## src/rtl/tx_frame_scheduler_if.sv

```systemverilog
// Handshake between the TX frame scheduler and the XGMII frame generator,
// plus the ARP-reply strobe coming back from the RX parser.
interface tx_frame_scheduler_if;
   logic        gen_start;
   logic [1:0]  gen_kind;
   logic        gen_busy;
   logic        gen_done;
   logic        arp_reply_valid;
   logic [47:0] arp_reply_mac;

   modport master (
      output gen_start, gen_kind,
      input  gen_busy, gen_done, arp_reply_valid, arp_reply_mac
   );

   modport slave (
      input  gen_start, gen_kind,
      output gen_busy, gen_done, arp_reply_valid, arp_reply_mac
   );
endinterface

```

## src/rtl/tx_frame_scheduler.sv

```systemverilog
// Port-0 TX sequencer: frame start/kind, inter-frame gap, gateway ARP with
// timeout/retry, per-frame field stepping and per-second pps/throughput.
//
// state       | meaning
// ------------+-----------------------------------------------------------
// S_IDLE      | no traffic, or ARP failed while ARP is required
// S_REQ_ARP   | one ARP request frame: start it, wait for gen_done
// S_WAIT_ARP  | down-count ARP_TIMEOUT waiting for the gateway reply
// S_V4_SEND   | one IPv4 data frame: start it, wait for gen_done
// S_V6_SEND   | one IPv6 data frame: start it, wait for gen_done
// S_GAP       | down-count tx_ifg idle cycles before the next decision
module tx_frame_scheduler #(
   parameter logic [31:0] ARP_TIMEOUT    = 32'd15625000,
   parameter int unsigned ARP_RETRY_MAX  = 3,
   parameter logic [23:0] FULL_IPV4_INIT = 24'h000000
) (
   input  logic        sys_clk,
   input  logic        sys_rst,
   input  logic        sec_oneshot,
   input  logic        tx_enable,
   input  logic        tx_ipv6,
   input  logic        tx_fullroute,
   input  logic        tx_req_arp,
   input  logic [15:0] tx_frame_len,
   input  logic [31:0] tx_ifg,
   tx_frame_scheduler_if.master gen_if,
   output logic [47:0] dst_mac,
   output logic        arp_resolved,
   output logic        arp_fail,
   output logic [15:0] ipv4_id,
   output logic [23:0] full_ipv4,
   output logic [31:0] tx_pps,
   output logic [31:0] tx_throughput
);

   typedef enum logic [2:0] {
      S_IDLE     = 3'd0,
      S_REQ_ARP  = 3'd1,
      S_WAIT_ARP = 3'd2,
      S_V4_SEND  = 3'd3,
      S_V6_SEND  = 3'd4,
      S_GAP      = 3'd5
   } state_t;

   localparam logic [1:0] KIND_ARP  = 2'd0;
   localparam logic [1:0] KIND_V4   = 2'd1;
   localparam logic [1:0] KIND_V6   = 2'd2;
   localparam logic [7:0] RETRY_MAX = 8'(ARP_RETRY_MAX);

   state_t      state_q, state_d;
   logic        started_q, started_d;
   logic [1:0]  kind_q, kind_d;
   logic        en_q, en_d;
   logic [31:0] timer_q, timer_d;
   logic [7:0]  retries_q, retries_d;
   logic [47:0] mac_q, mac_d;
   logic        resolved_q, resolved_d;
   logic        fail_q, fail_d;
   logic [15:0] id_q, id_d;
   logic [23:0] full_q, full_d;
   logic [31:0] frame_q, frame_d;
   logic [31:0] byte_q, byte_d;
   logic [31:0] pps_q, pps_d;
   logic [31:0] thr_q, thr_d;

   logic        en_rise;
   logic        in_frame;
   logic        data_state;
   logic        start_now;
   logic        done_ok;
   logic        data_done;
   logic [1:0]  kind_now;
   logic [7:0]  retries_inc;
   logic [31:0] frame_inc;
   logic [32:0] byte_sum;
   logic [31:0] byte_inc;
   state_t      dispatch;

   assign en_rise     = tx_enable & ~en_q;
   assign data_state  = (state_q == S_V4_SEND) || (state_q == S_V6_SEND);
   assign in_frame    = data_state || (state_q == S_REQ_ARP);
   assign start_now   = in_frame & ~started_q & ~gen_if.gen_busy;
   assign done_ok     = in_frame & started_q & gen_if.gen_done;
   assign data_done   = done_ok & data_state;
   assign retries_inc = retries_q + 8'd1;
   assign byte_sum    = {1'b0, byte_q} + {17'd0, tx_frame_len};

   always_comb begin
      kind_now = KIND_ARP;
      if (state_q == S_V4_SEND) kind_now = KIND_V4;
      if (state_q == S_V6_SEND) kind_now = KIND_V6;
   end

   // gen_kind shows the new kind in the start cycle itself, then holds it.
   assign gen_if.gen_start = start_now;
   assign gen_if.gen_kind  = start_now ? kind_now : kind_q;

   always_comb begin
      state_d    = state_q;
      started_d  = started_q;
      kind_d     = kind_q;
      en_d       = tx_enable;
      timer_d    = timer_q;
      retries_d  = retries_q;
      mac_d      = mac_q;
      resolved_d = resolved_q;
      fail_d     = fail_q;
      id_d       = id_q;
      full_d     = full_q;
      dispatch   = S_IDLE;

      if (en_rise) begin
         mac_d      = '1;
         resolved_d = 1'b0;
         fail_d     = 1'b0;
         retries_d  = '0;
      end

      if (start_now) begin
         started_d = 1'b1;
         kind_d    = kind_now;
      end

      // Next frame choice; uses the post-rise-edge ARP status.
      if (tx_req_arp && !resolved_d && !fail_d) begin
         dispatch = S_REQ_ARP;
      end else if (tx_req_arp && fail_d) begin
         dispatch = S_IDLE;
      end else if (tx_ipv6) begin
         dispatch = S_V6_SEND;
      end else begin
         dispatch = S_V4_SEND;
      end

      case (state_q)
         S_IDLE: begin
            if (tx_enable) state_d = dispatch;
         end
         S_REQ_ARP: begin
            if (done_ok) begin
               state_d = S_WAIT_ARP;
               timer_d = ARP_TIMEOUT;
            end
         end
         S_WAIT_ARP: begin
            if (!tx_enable) begin
               state_d = S_IDLE;
            end else if (gen_if.arp_reply_valid) begin
               mac_d      = gen_if.arp_reply_mac;
               resolved_d = 1'b1;
               retries_d  = '0;
               state_d    = S_GAP;
               timer_d    = tx_ifg;
            end else if (timer_q == '0) begin
               retries_d = retries_inc;
               if (retries_inc == RETRY_MAX) begin
                  fail_d  = 1'b1;
                  state_d = S_IDLE;
               end else begin
                  state_d = S_REQ_ARP;
               end
            end else begin
               timer_d = timer_q - 32'd1;
            end
         end
         S_V4_SEND, S_V6_SEND: begin
            if (done_ok) begin
               if (state_q == S_V4_SEND) id_d = id_q + 16'd1;
               if (tx_fullroute) full_d = full_q + 24'd1;
               state_d = S_GAP;
               timer_d = tx_ifg;
            end
         end
         S_GAP: begin
            if (timer_q == '0) begin
               state_d = tx_enable ? dispatch : S_IDLE;
            end else begin
               timer_d = timer_q - 32'd1;
            end
         end
         default: state_d = S_IDLE;
      endcase

      // Every state change is a new visit, so a new start may be issued.
      if (state_d != state_q) started_d = 1'b0;
   end

   always_comb begin
      frame_inc = frame_q;
      byte_inc  = byte_q;
      if (data_done) begin
         if (frame_q != '1) frame_inc = frame_q + 32'd1;
         byte_inc = byte_sum[32] ? '1 : byte_sum[31:0];
      end

      pps_d   = pps_q;
      thr_d   = thr_q;
      frame_d = frame_inc;
      byte_d  = byte_inc;
      if (sec_oneshot) begin
         pps_d   = frame_inc;
         thr_d   = byte_inc;
         frame_d = '0;
         byte_d  = '0;
      end
   end

   always_ff @(posedge sys_clk or negedge sys_rst) begin
      if (!sys_rst) begin
         state_q    <= S_IDLE;
         started_q  <= 1'b0;
         kind_q     <= KIND_ARP;
         en_q       <= 1'b0;
         timer_q    <= '0;
         retries_q  <= '0;
         mac_q      <= '1;
         resolved_q <= 1'b0;
         fail_q     <= 1'b0;
         id_q       <= '0;
         full_q     <= FULL_IPV4_INIT;
         frame_q    <= '0;
         byte_q     <= '0;
         pps_q      <= '0;
         thr_q      <= '0;
      end else begin
         state_q    <= state_d;
         started_q  <= started_d;
         kind_q     <= kind_d;
         en_q       <= en_d;
         timer_q    <= timer_d;
         retries_q  <= retries_d;
         mac_q      <= mac_d;
         resolved_q <= resolved_d;
         fail_q     <= fail_d;
         id_q       <= id_d;
         full_q     <= full_d;
         frame_q    <= frame_d;
         byte_q     <= byte_d;
         pps_q      <= pps_d;
         thr_q      <= thr_d;
      end
   end

   assign dst_mac       = mac_q;
   assign arp_resolved  = resolved_q;
   assign arp_fail      = fail_q;
   assign ipv4_id       = id_q;
   assign full_ipv4     = full_q;
   assign tx_pps        = pps_q;
   assign tx_throughput = thr_q;

endmodule

```

## src/flat_wrapper.sv

```systemverilog
// flat-port wrapper written by rule: the top's interface ports become plain ports
module tx_frame_scheduler_flat 
#(
   parameter logic [31:0] ARP_TIMEOUT    = 32'd15625000,
   parameter int unsigned ARP_RETRY_MAX  = 3,
   parameter logic [23:0] FULL_IPV4_INIT = 24'h000000
)
  (sys_clk, sys_rst, sec_oneshot, tx_enable, tx_ipv6, tx_fullroute, tx_req_arp, tx_frame_len, tx_ifg, dst_mac, arp_resolved, arp_fail, ipv4_id, full_ipv4, tx_pps, tx_throughput, gen_if_gen_start, gen_if_gen_kind, gen_if_gen_busy, gen_if_gen_done, gen_if_arp_reply_valid, gen_if_arp_reply_mac);
  tx_frame_scheduler_if gen_if_i ();
  input  logic sys_clk;
  input  logic sys_rst;
  input  logic sec_oneshot;
  input  logic tx_enable;
  input  logic tx_ipv6;
  input  logic tx_fullroute;
  input  logic tx_req_arp;
  input  logic [15:0] tx_frame_len;
  input  logic [31:0] tx_ifg;
  output logic [47:0] dst_mac;
  output logic arp_resolved;
  output logic arp_fail;
  output logic [15:0] ipv4_id;
  output logic [23:0] full_ipv4;
  output logic [31:0] tx_pps;
  output logic [31:0] tx_throughput;
  output wire logic [$bits(gen_if_i.gen_start)-1:0] gen_if_gen_start;
  output wire logic [$bits(gen_if_i.gen_kind)-1:0] gen_if_gen_kind;
  input wire logic [$bits(gen_if_i.gen_busy)-1:0] gen_if_gen_busy;
  input wire logic [$bits(gen_if_i.gen_done)-1:0] gen_if_gen_done;
  input wire logic [$bits(gen_if_i.arp_reply_valid)-1:0] gen_if_arp_reply_valid;
  input wire logic [$bits(gen_if_i.arp_reply_mac)-1:0] gen_if_arp_reply_mac;
  assign gen_if_gen_start = gen_if_i.gen_start;
  assign gen_if_gen_kind = gen_if_i.gen_kind;
  assign gen_if_i.gen_busy = gen_if_gen_busy;
  assign gen_if_i.gen_done = gen_if_gen_done;
  assign gen_if_i.arp_reply_valid = gen_if_arp_reply_valid;
  assign gen_if_i.arp_reply_mac = gen_if_arp_reply_mac;
  tx_frame_scheduler #(.ARP_TIMEOUT(ARP_TIMEOUT), .ARP_RETRY_MAX(ARP_RETRY_MAX), .FULL_IPV4_INIT(FULL_IPV4_INIT)) u_core (.sys_clk(sys_clk), .sys_rst(sys_rst), .sec_oneshot(sec_oneshot), .tx_enable(tx_enable), .tx_ipv6(tx_ipv6), .tx_fullroute(tx_fullroute), .tx_req_arp(tx_req_arp), .tx_frame_len(tx_frame_len), .tx_ifg(tx_ifg), .gen_if(gen_if_i), .dst_mac(dst_mac), .arp_resolved(arp_resolved), .arp_fail(arp_fail), .ipv4_id(ipv4_id), .full_ipv4(full_ipv4), .tx_pps(tx_pps), .tx_throughput(tx_throughput));
endmodule
```

## config.mk

```make
export PLATFORM = sky130hd
export DESIGN_NAME = tx_frame_scheduler_flat
export DESIGN_NICKNAME = d
export VERILOG_FILES = /design/src/rtl/tx_frame_scheduler_if.sv /design/src/rtl/tx_frame_scheduler.sv /design/src/flat_wrapper.sv
export SDC_FILE = /design/constraint.sdc
export NUM_CORES = 1
export LEC_CHECK = 0
export ABC_AREA = 1
export CORE_MARGIN = 10
export CORE_UTILIZATION = 49
export DETAILED_ROUTE_END_ITERATION = 10
export GPL_TIMING_DRIVEN = 1
export PLACE_DENSITY = 0.89
export SKIP_LAST_GASP = 1
export SLEW_MARGIN = 10
export SYNTH_ARGS = -nofsm -noshare
export SYNTH_HDL_FRONTEND = slang
export SYNTH_SLANG_ARGS = --single-unit
```

## constraint.sdc

```tcl
create_clock -name sys_clk -period 2.2 [get_ports sys_clk]
set_clock_uncertainty 0.05 [all_clocks]
set_input_delay 0.33 -clock sys_clk [delete_from_list [all_inputs] [get_ports sys_clk]]
set_output_delay 0.33 -clock sys_clk [all_outputs]
set_load 0.01 [all_outputs]
```

Word-level counts from Yosys, hierarchy flattened

Cells that the tools add are included.
Widths: inputs -> output; s select.

$add $sub $neg: 6
Multiply operators: 0
Div/mod/pow operators: 0
Order comparisons: 0
Eq/ne operators: 11
Shift operators: 0
Mux-type cells: 49
Bitwise logic cells: 9
Reductions and logical operators: 15

Operators by type and width:

| cell                  | number |
|---|---|
| $mux 32               | 11 |
| $mux 48               | 4 |
| $pmux 32 s4           | 1 |
| $mux 8                | 5 |
| $add 32x16->33        | 1 |
| $mux 3                | 11 |
| $add 32x1->32 const B | 1 |
| $logic_not 32->1      | 1 |
| $ne 32x32->1 const B  | 1 |
| $sub 32x1->32 const B | 1 |
| $add 24x1->24 const B | 1 |
| $add 16x1->16 const B | 1 |
| $pmux 3 s5            | 1 |
| $mux 1                | 14 |
| $add 8x1->8 const B   | 1 |
| $eq 8x2->1 const B    | 1 |
| $and 1x1->1           | 6 |
| $eq 3x2->1 const B    | 2 |
| $eq 3x3->1 const B    | 2 |
| $reduce_and 3->1      | 2 |
| $mux 2                | 2 |
| $ne 2x1->1 const B    | 2 |
| $reduce_and 4->1      | 1 |
| $reduce_bool 4->1     | 1 |
| other kinds (10)      | 16 |

Register bits after elaboration: 265
Latch bits: 0
Bits in writable memories: 0
Memory bits (read-only): 0
Input port bits: 106
Output and inout port bits: 157
Memories kept: 0

Depth between registers and ports, before layout

Gate-level depths: netlist (run 1).

Depth after elaboration: 12
Gate-level depth with buffers: 15
Mapped depth without buffers: 15

Least setup slack after synthesis (run 1)

OpenSTA, ideal clock, no wires.

Path kind: register -> register
From: register u_core.byte_q[0]
To: register u_core.thr_q[28] (netlist: u_core.tx_throughput[28])
Arrival: 2.020 ns
Path slack: 0.013 ns
Cell stages (with the launch flop): 14
Cell sequence: dfrtp_1 ha_1 inv_1 fa_1 o21ai_1 nand2_1 nand2_1 nand2_1 nand2_2 nand3b_1 o21ai_0 nand2_1 nand2_1 nand2_1

Word-level cells in the longest chain between the ends: 3

RTL lines:

| item                   | RTL line                  | RTL |
|---|---|---|
| start, declared        | tx_frame_scheduler.sv:62  | `logic [31:0] byte_q, byte_d;` |
| start signal, assigned | tx_frame_scheduler.sv:238 | `byte_q <= byte_d;` |
| $add 32x16->33         | tx_frame_scheduler.sv:86  | `assign byte_sum = {1'b0, byte_q} + {17'd0, tx_frame_len};` |
| $mux 32                | tx_frame_scheduler.sv:193 | `byte_inc = byte_sum[32] ? '1 : byte_sum[31:0];` |
| $mux 32                | tx_frame_scheduler.sv:191 | `if (data_done) begin` |
| end signal, assigned   | tx_frame_scheduler.sv:240 | `thr_q <= thr_d;` |
| end, declared          | tx_frame_scheduler.sv:64  | `logic [31:0] thr_q, thr_d;` |

No other way between the ends.
A chain may end at the register's enable or synchronous reset.

Worst setup path in the final report (run 1)

From: register u_core.byte_q[15]
To: register u_core.byte_q[9]

Word-level cells in the longest chain between the ends: 4

RTL lines:

| item                 | RTL line                  | RTL |
|---|---|---|
| $add 32x16->33       | tx_frame_scheduler.sv:86  |  |
| $mux 32              | tx_frame_scheduler.sv:193 |  |
| $mux 32              | tx_frame_scheduler.sv:191 |  |
| $mux 32              | tx_frame_scheduler.sv:200 | `if (sec_oneshot) begin` |
| net u_core.byte_d[9] | tx_frame_scheduler.sv:62  |  |

The timed path passes the listed nets, and every way through them passes these cells.

==> impl_metrics.csv, run 1 <==
group,metric,value,unit
status,status,"complete, but fails checks",
status,violations,"setup timing",
setup_path,critPathKind,"reg2reg",
floorplanning,core,0.0307,mm^2
clocking,cts.sinks,265,
timing,finalCritPeriodShare,1.06,
floorplanning,initial_core_util,0.497,
clocking,numCtsBuffers,31,
run,cap_violations,0,
floorplanning,die_h,196,um
clocking,cts_tree,"done",
clocking,root_buffer,"clkbuf_16",
place,portBuffers,262,
logic_synthesis,synthTopCellsByCount,"588 x nand2_1, 295 x nor2_1, 219 x inv_1, 217 x dfrtp_1, 148 x o21ai_0",
drt,drt-total-wl,53.0,mm
logic_synthesis,synth.distinct_cells,56,
cells_and_area,layout.nets,2646,
drt,drc,0,
timing,fin_hold_ws,0.152,ns
floorplanning,io_pins,263,
setup_path,cp_slowest_stage_delay,0.48,ns
pwr,vdd_drop_max,0.790,mV
logic_synthesis,yosys_warnings,0,
floorplanning,placementRows,64,
cells_and_area,antenna_cells,0,
grt,first_global_vias,16140,
timing,setup_tns,-2.46,ns
setup_path,crit_required,2.55,ns
setup_path,cp_cell_sequence,"ha_4, a21oi_2, o21ai_1, a21oi_2, nand2_4, buf_6, a21oi_4, nand3_2, o21ai_0, nor2_1",
drt,dr.pass1.iters,6,
place,dp_slack,-0.720,ns
grt,grt_usage,0.255,
cells_and_area,seqCellArea,0.00669,mm^2
timing,worst_slew_pin_slew,0.806,ns
drt,drt-wirelength-per-cell,18.1,um
logic_synthesis,async_flop_share,1.00,
logic_synthesis,synthesis.area,0.0152,mm^2
drt,vias,16147,
cells_and_area,final_area,0.0215,mm^2
drt,drtAntennaViolNets,0,
place,dpl_cell_area,0.0195,mm^2
logic_synthesis,yosysSeqAreaShare,0.439,
cells_and_area,drive_above_1_share,0.188,
logic_synthesis,synth_area_leaders,"dfrtp_1 36%, nand2_1 14%, dfstp_2 8.3%",
clocking,clk_pin_slew,0.07,ns
logic_synthesis,synthCells,2082,
logic_synthesis,synth_ff_type,"dfrtp_1",
clocking,cts_buffer_depth,3,
timing,fmax,427,MHz
timing,maxSlewHeadroom,0.463,
place,gp_congestion,1.01,
grt,grt_max_degree,100,
logic_synthesis,synthDominantCellAreaShare,0.356,
timing,finalHoldViolations,0,
timing,period_needed,2.34,ns
timing,setup_violations,49,
floorplanning,fp.dieArea,0.0385,mm^2
logic_synthesis,synth_most_common_cell,"nand2_1",
logic_synthesis,syn-num-nets,2213,
drt,drt-vias-per-instance,5.50,
pwr,p_leak,9.99,nW
logic_synthesis,synth_seq_cells,265,
setup_path,worst_setup_path_start_kind,"flop",
pwr,power_density,795,mW/mm^2
cells_and_area,fillers,2244,
grt,gr-total-overflow,0,
grt,antenna_found_initial,0,
timing,setup_ws,-0.141,ns
cells_and_area,multiInputGateArea,0.00807,mm^2
setup_path,path_common_cell,"a21oi_2",
clocking,clk_latency,0.56,ns
grt,grt_pass1_wl,82.2,mm
timing,rsz0062_at_grt,"true",
drt,first_iter_violations,1502,
logic_synthesis,yosysTopAreaCell,"dfrtp_1",
setup_path,crit_path_end_kind,"flop",
setup_path,arrival,2.69,ns
setup_path,startpoint,"u_core.byte_q[15]",
setup_path,r2r-start,"u_core.byte_q[15]",
logic_synthesis,synth_edf_count,0,
setup_path,worst-path-max-fanout,8,
cells_and_area,area_growth_syn_to_layout,41.4,%
worst_hold_path,hold_class,"in2async",
place,hpwl,37.3,mm
logic_synthesis,avgSynthCellArea,7.32,um^2
clocking,htree_levels,1,
floorplanning,dieWidth,196,um
setup_path,cp_slowest_cell,"dfrtp_1",
timing,finalMaxSlewViolations,0,
## where the power goes
| part | internal (mW) | total, mW | switching (mW) | leakage (nW) |
|---|---|---|---|---|
| Combinational | 2.43 | 5.79 | 3.36 | 5.98 |
| Sequential | 5.41 | 5.87 | 0.465 | 3.46 |
| Clock | 3.35 | 5.47 | 2.11 | 0.542 |
| Total | 11.2 | 17.1 | 5.94 | 9.99 |
## final timing paths
check                                           end  slack, ns  depth (start not counted)
hold reg to reg            u_core.tx_throughput[30]       0.43                          2
setup / recovery                   u_core.byte_q[9]      -0.14                         10
max in group asynchronous        u_core.dst_mac[37]       1.18                          3
setup reg to reg                   u_core.byte_q[9]      -0.14                         10
hold / removal                   u_core.timer_q[26]       0.15                          2
min in group sys_clk                    u_core.en_q       0.29                          1
## routing by layer
| layer | GRT usage | vias up | part of all wire |
|---|---|---|---|
| li1 | - | 7540 | - |
| met1 | 0.300 | 7644 | 0.38 |
| met2 | 0.440 | 781 | 0.48 |
| met3 | 0.0621 | 182 | 0.089 |
| met4 | 0.0987 | 0 | 0.045 |
| met5 | 0 | - | 0 |
## layout by cell type, fill, tap and decap left out, types with 25 or more instances in the layout
cell,count
nand2_1,559
nor2_1,276
clkdlybuf4s50_1,257
dfrtp_1,215
inv_1,213
buf_4,179
nand3_1,119
o21ai_0,117
xor2_1,56
nand4_1,48
dfstp_2,48
xnor2_1,34
o21ai_1,33
clkbuf_16,32
nand2_2,27
nor3_1,26
a21oi_1,25
## cell families after synthesis
| family | synth area share |
|---|---|
| buffers and inverters | 0.0735 |
| AOI/OAI and AO/OA | 0.0949 |
| DFF | 0.439 |
| adders and majority gates | 0.0210 |
| and+or+nand+nor | 0.320 |
| xor gates and xnor gates | 0.0517 |
## through the flow
step            util  total power, mW  std cells
2_1_floorplan      -             8.64       2082
3_3_place_gp   0.637             10.9       2850
3_5_place_dp   0.637             11.1       2850
4_1_cts        0.683             16.8       2924
5_1_grt        0.702             18.0       2935
6_report       0.702             17.1       2935
## layout make-up
type                    count  share of cell area
multi-input cells        1524               0.374
flip-flops and latches    265               0.311
repair buffers            464               0.200
clock buffers              42              0.0422
inverters                 229              0.0405
well taps                 396              0.0230
clock inverters            15             0.00877
## flip-flops by register name (all words and copies together), names as in the netlist
name	cells
u_core.tx_pps	32
u_core.byte_q	32
u_core.ipv4_id	16
u_core.full_ipv4	24
u_core.retries_q	8
u_core.state_q	3
u_core.frame_q	32
u_core.arp_resolved	1
u_core.en_q	1
u_core.arp_fail	1
u_core.tx_throughput	32
u_core.kind_q	2
u_core.timer_q	32
u_core.dst_mac	48
u_core.started_q	1
## critical path: cells and delay by family, from the launching register on
kind | cells | cell delay, ns
compound gates | 5 | 0.87
flops | 1 | 0.48
simple gates | 3 | 0.36
fa+ha+maj | 1 | 0.27
buf+inv | 1 | 0.15
## what timing repair did
item / CTS / global route
pin swaps: 11 / 43
buffers inserted: 16 / 13
resized for setup: 66 / 141
endpoints found under the setup margin: 77 / 195
hold endpoints to repair: 217 / 0
hold buffers: 1 / 0
No activity file was read; power rests on OpenSTA's default activity.
==> run 2: changes to the inputs <==
Settings changed: MAX_ROUTING_LAYER set to met4.
==> impl_metrics.csv, run 2 (synthesis gave the netlist of run 1 again) <==
group,metric,value,unit
drt,drt-total-wl,54.9,mm
clocking,cts_tree,"done",
setup_path,crit_required,2.55,ns
timing,fin_hold_ws,0.268,ns
pwr,p_leak,10.2,nW
timing,period_needed,2.43,ns
clocking,htree_levels,1,
grt,gr-total-overflow,0,
cells_and_area,fillers,2182,
floorplanning,dieWidth,196,um
drt,drc,0,
pwr,vdd_drop_max,0.737,mV
grt,antenna_found_initial,0,
place,gp_congestion,0.984,
floorplanning,die_h,196,um
cells_and_area,largest_reg_flops,48,
drt,first_iter_violations,1311,
clocking,root_buffer,"clkbuf_16",
clocking,clk_pin_slew,0.06,ns
drt,dr.pass1.iters,6,
setup_path,startpoint,"u_core.byte_q[15]",
setup_path,r2r-start,"u_core.byte_q[15]",
drt,drtAntennaViolNets,0,
status,violations,"setup timing",
place,dp.cells,2846,
setup_path,critPathKind,"reg2reg",
status,status,"complete, but fails checks",
clocking,numCtsBuffers,31,
floorplanning,initial_core_util,0.497,
timing,rsz0062_at_grt,"true",
timing,setup_violations,73,
clocking,clk_latency,0.57,ns
setup_path,worst-path-max-fanout,8,
timing,finalCritPeriodShare,1.11,
pwr,power_density,798,mW/mm^2
setup_path,r2r_setup_slack,-0.23,ns
grt,first_global_vias,16056,
pwr,p_int,11.4,mW
floorplanning,fp.dieArea,0.0385,mm^2
grt,grt_max_degree,100,
setup_path,crit_path_end_kind,"flop",
setup_path,arrival,2.79,ns
cells_and_area,post-route-util,0.715,
cells_and_area,layout_common_cells,"539 x nand2_1, 279 x nor2_1, 257 x clkdlybuf4s50_1",
cells_and_area,final_cells,2938,
cells_and_area,drive_above_1_share,0.203,
clocking,cts_buffer_depth,3,
timing,finalHoldViolations,0,
clocking,cts.sinks,265,
floorplanning,core,0.0307,mm^2
pwr,power_switching,6.11,mW
drt,vias,16412,
timing,worst_slew_pin_slew,0.912,ns
place,portBuffers,262,
pwr,power.share.switching,0.349,
cells_and_area,layout.nets,2648,
grt,grt_pass1_wl,80.7,mm
drt,drt-vias-per-instance,5.59,
pwr,combPwrFrac,0.341,
worst_hold_path,hold_class,"in2async",
cells_and_area,final_common_cell,"nand2_1",
timing,setup_tns,-9.30,ns
drt,drt-wirelength-per-cell,18.7,um
cells_and_area,antenna_cells,0,
timing,fmax,411,MHz
pwr,seqPwrFrac,0.335,
pwr,p_clk_frac,0.324,
timing,maxSlewHeadroom,0.392,
timing,finalMaxSlewViolations,0,
floorplanning,io_pins,263,
run,cap_violations,0,
place,hpwl,36.9,mm
floorplanning,placementRows,64,
cells_and_area,area_growth_syn_to_layout,44.0,%
timing,setup_ws,-0.235,ns
grt,grt_usage,0.258,
setup_path,worst_setup_path_start_kind,"flop",
place,dp_slack,-0.711,ns
==> run 2: area by class of cell <==
type / count / area (um^2) / area share
Multi-Input combinational cell: 1524 / 8360 / 0.381
Timing Repair Buffer: 466 / 4390 / 0.200
Clock buffer: 48 / 972 / 0.0443
Sequential cell: 265 / 6690 / 0.305
Tap cell: 396 / 495 / 0.0226
Clock inverter: 10 / 160 / 0.00730
Inverter: 229 / 880 / 0.0401
==> run 2: worst paths after layout <==
kind                       cells past startpoint                       end
min                                            2   u_core.tx_throughput[0]
max reg2reg                                   10         u_core.byte_q[15]
min reg2reg                                    2  u_core.tx_throughput[30]
max                                           10         u_core.byte_q[15]
min in group sys_clk                           1               u_core.en_q
max in group asynchronous                      3        u_core.dst_mac[10]
==> run 2: power groups by stage <==
stage / Sequential, mW / Clock (mW) / Combinational [mW]
finish: 5.87 / 5.67 / 5.98
global route: 5.92 / 5.91 / 6.51
CTS: 5.81 / 5.70 / 5.37
detailed placement: 5.88 / 0 / 5.13
global placement: 5.86 / 0 / 5.02
floorplan: 5.91 / 0 / 2.72
==> run 2: metrics by stage <==
step           instance area [um^2]  power [mW]
2_1_floorplan                 15200        8.64
3_3_place_gp                  19600        10.9
3_5_place_dp                  19600        11.0
4_1_cts                       21000        16.9
5_1_grt                       21900        18.3
6_report                      21900        17.5
==> run 2: metal layers <==
metal | vias to the layer above | global-route usage | wire, um
met5 | - | - | 0
met4 | 0 | 0.0942 | 2800
met3 | 230 | 0.0586 | 4930
met2 | 885 | 0.422 | 26500
met1 | 7751 | 0.306 | 20700
li1 | 7546 | - | -
==> run 2: what timing repair did <==
action | in CTS | in global routing
hold buffers | 1 | 0
endpoints found under the setup margin | 78 | 213
pin swaps | 7 | 76
buffers inserted | 17 | 23
endpoints found under the hold margin | 56 | 0
gates resized for setup | 58 | 223
==> run 2: worst max-delay path, cell delays in order (launching register included) <==
cell     delay, ns
dfrtp_1       0.42
ha_1          0.35
nand2_1       0.16
o21ai_0       0.16
a21oi_2       0.18
nand2_4       0.14
buf_6         0.16
a21oi_4       0.32
nand2_1       0.11
o21ai_1       0.14
nor2_1        0.09
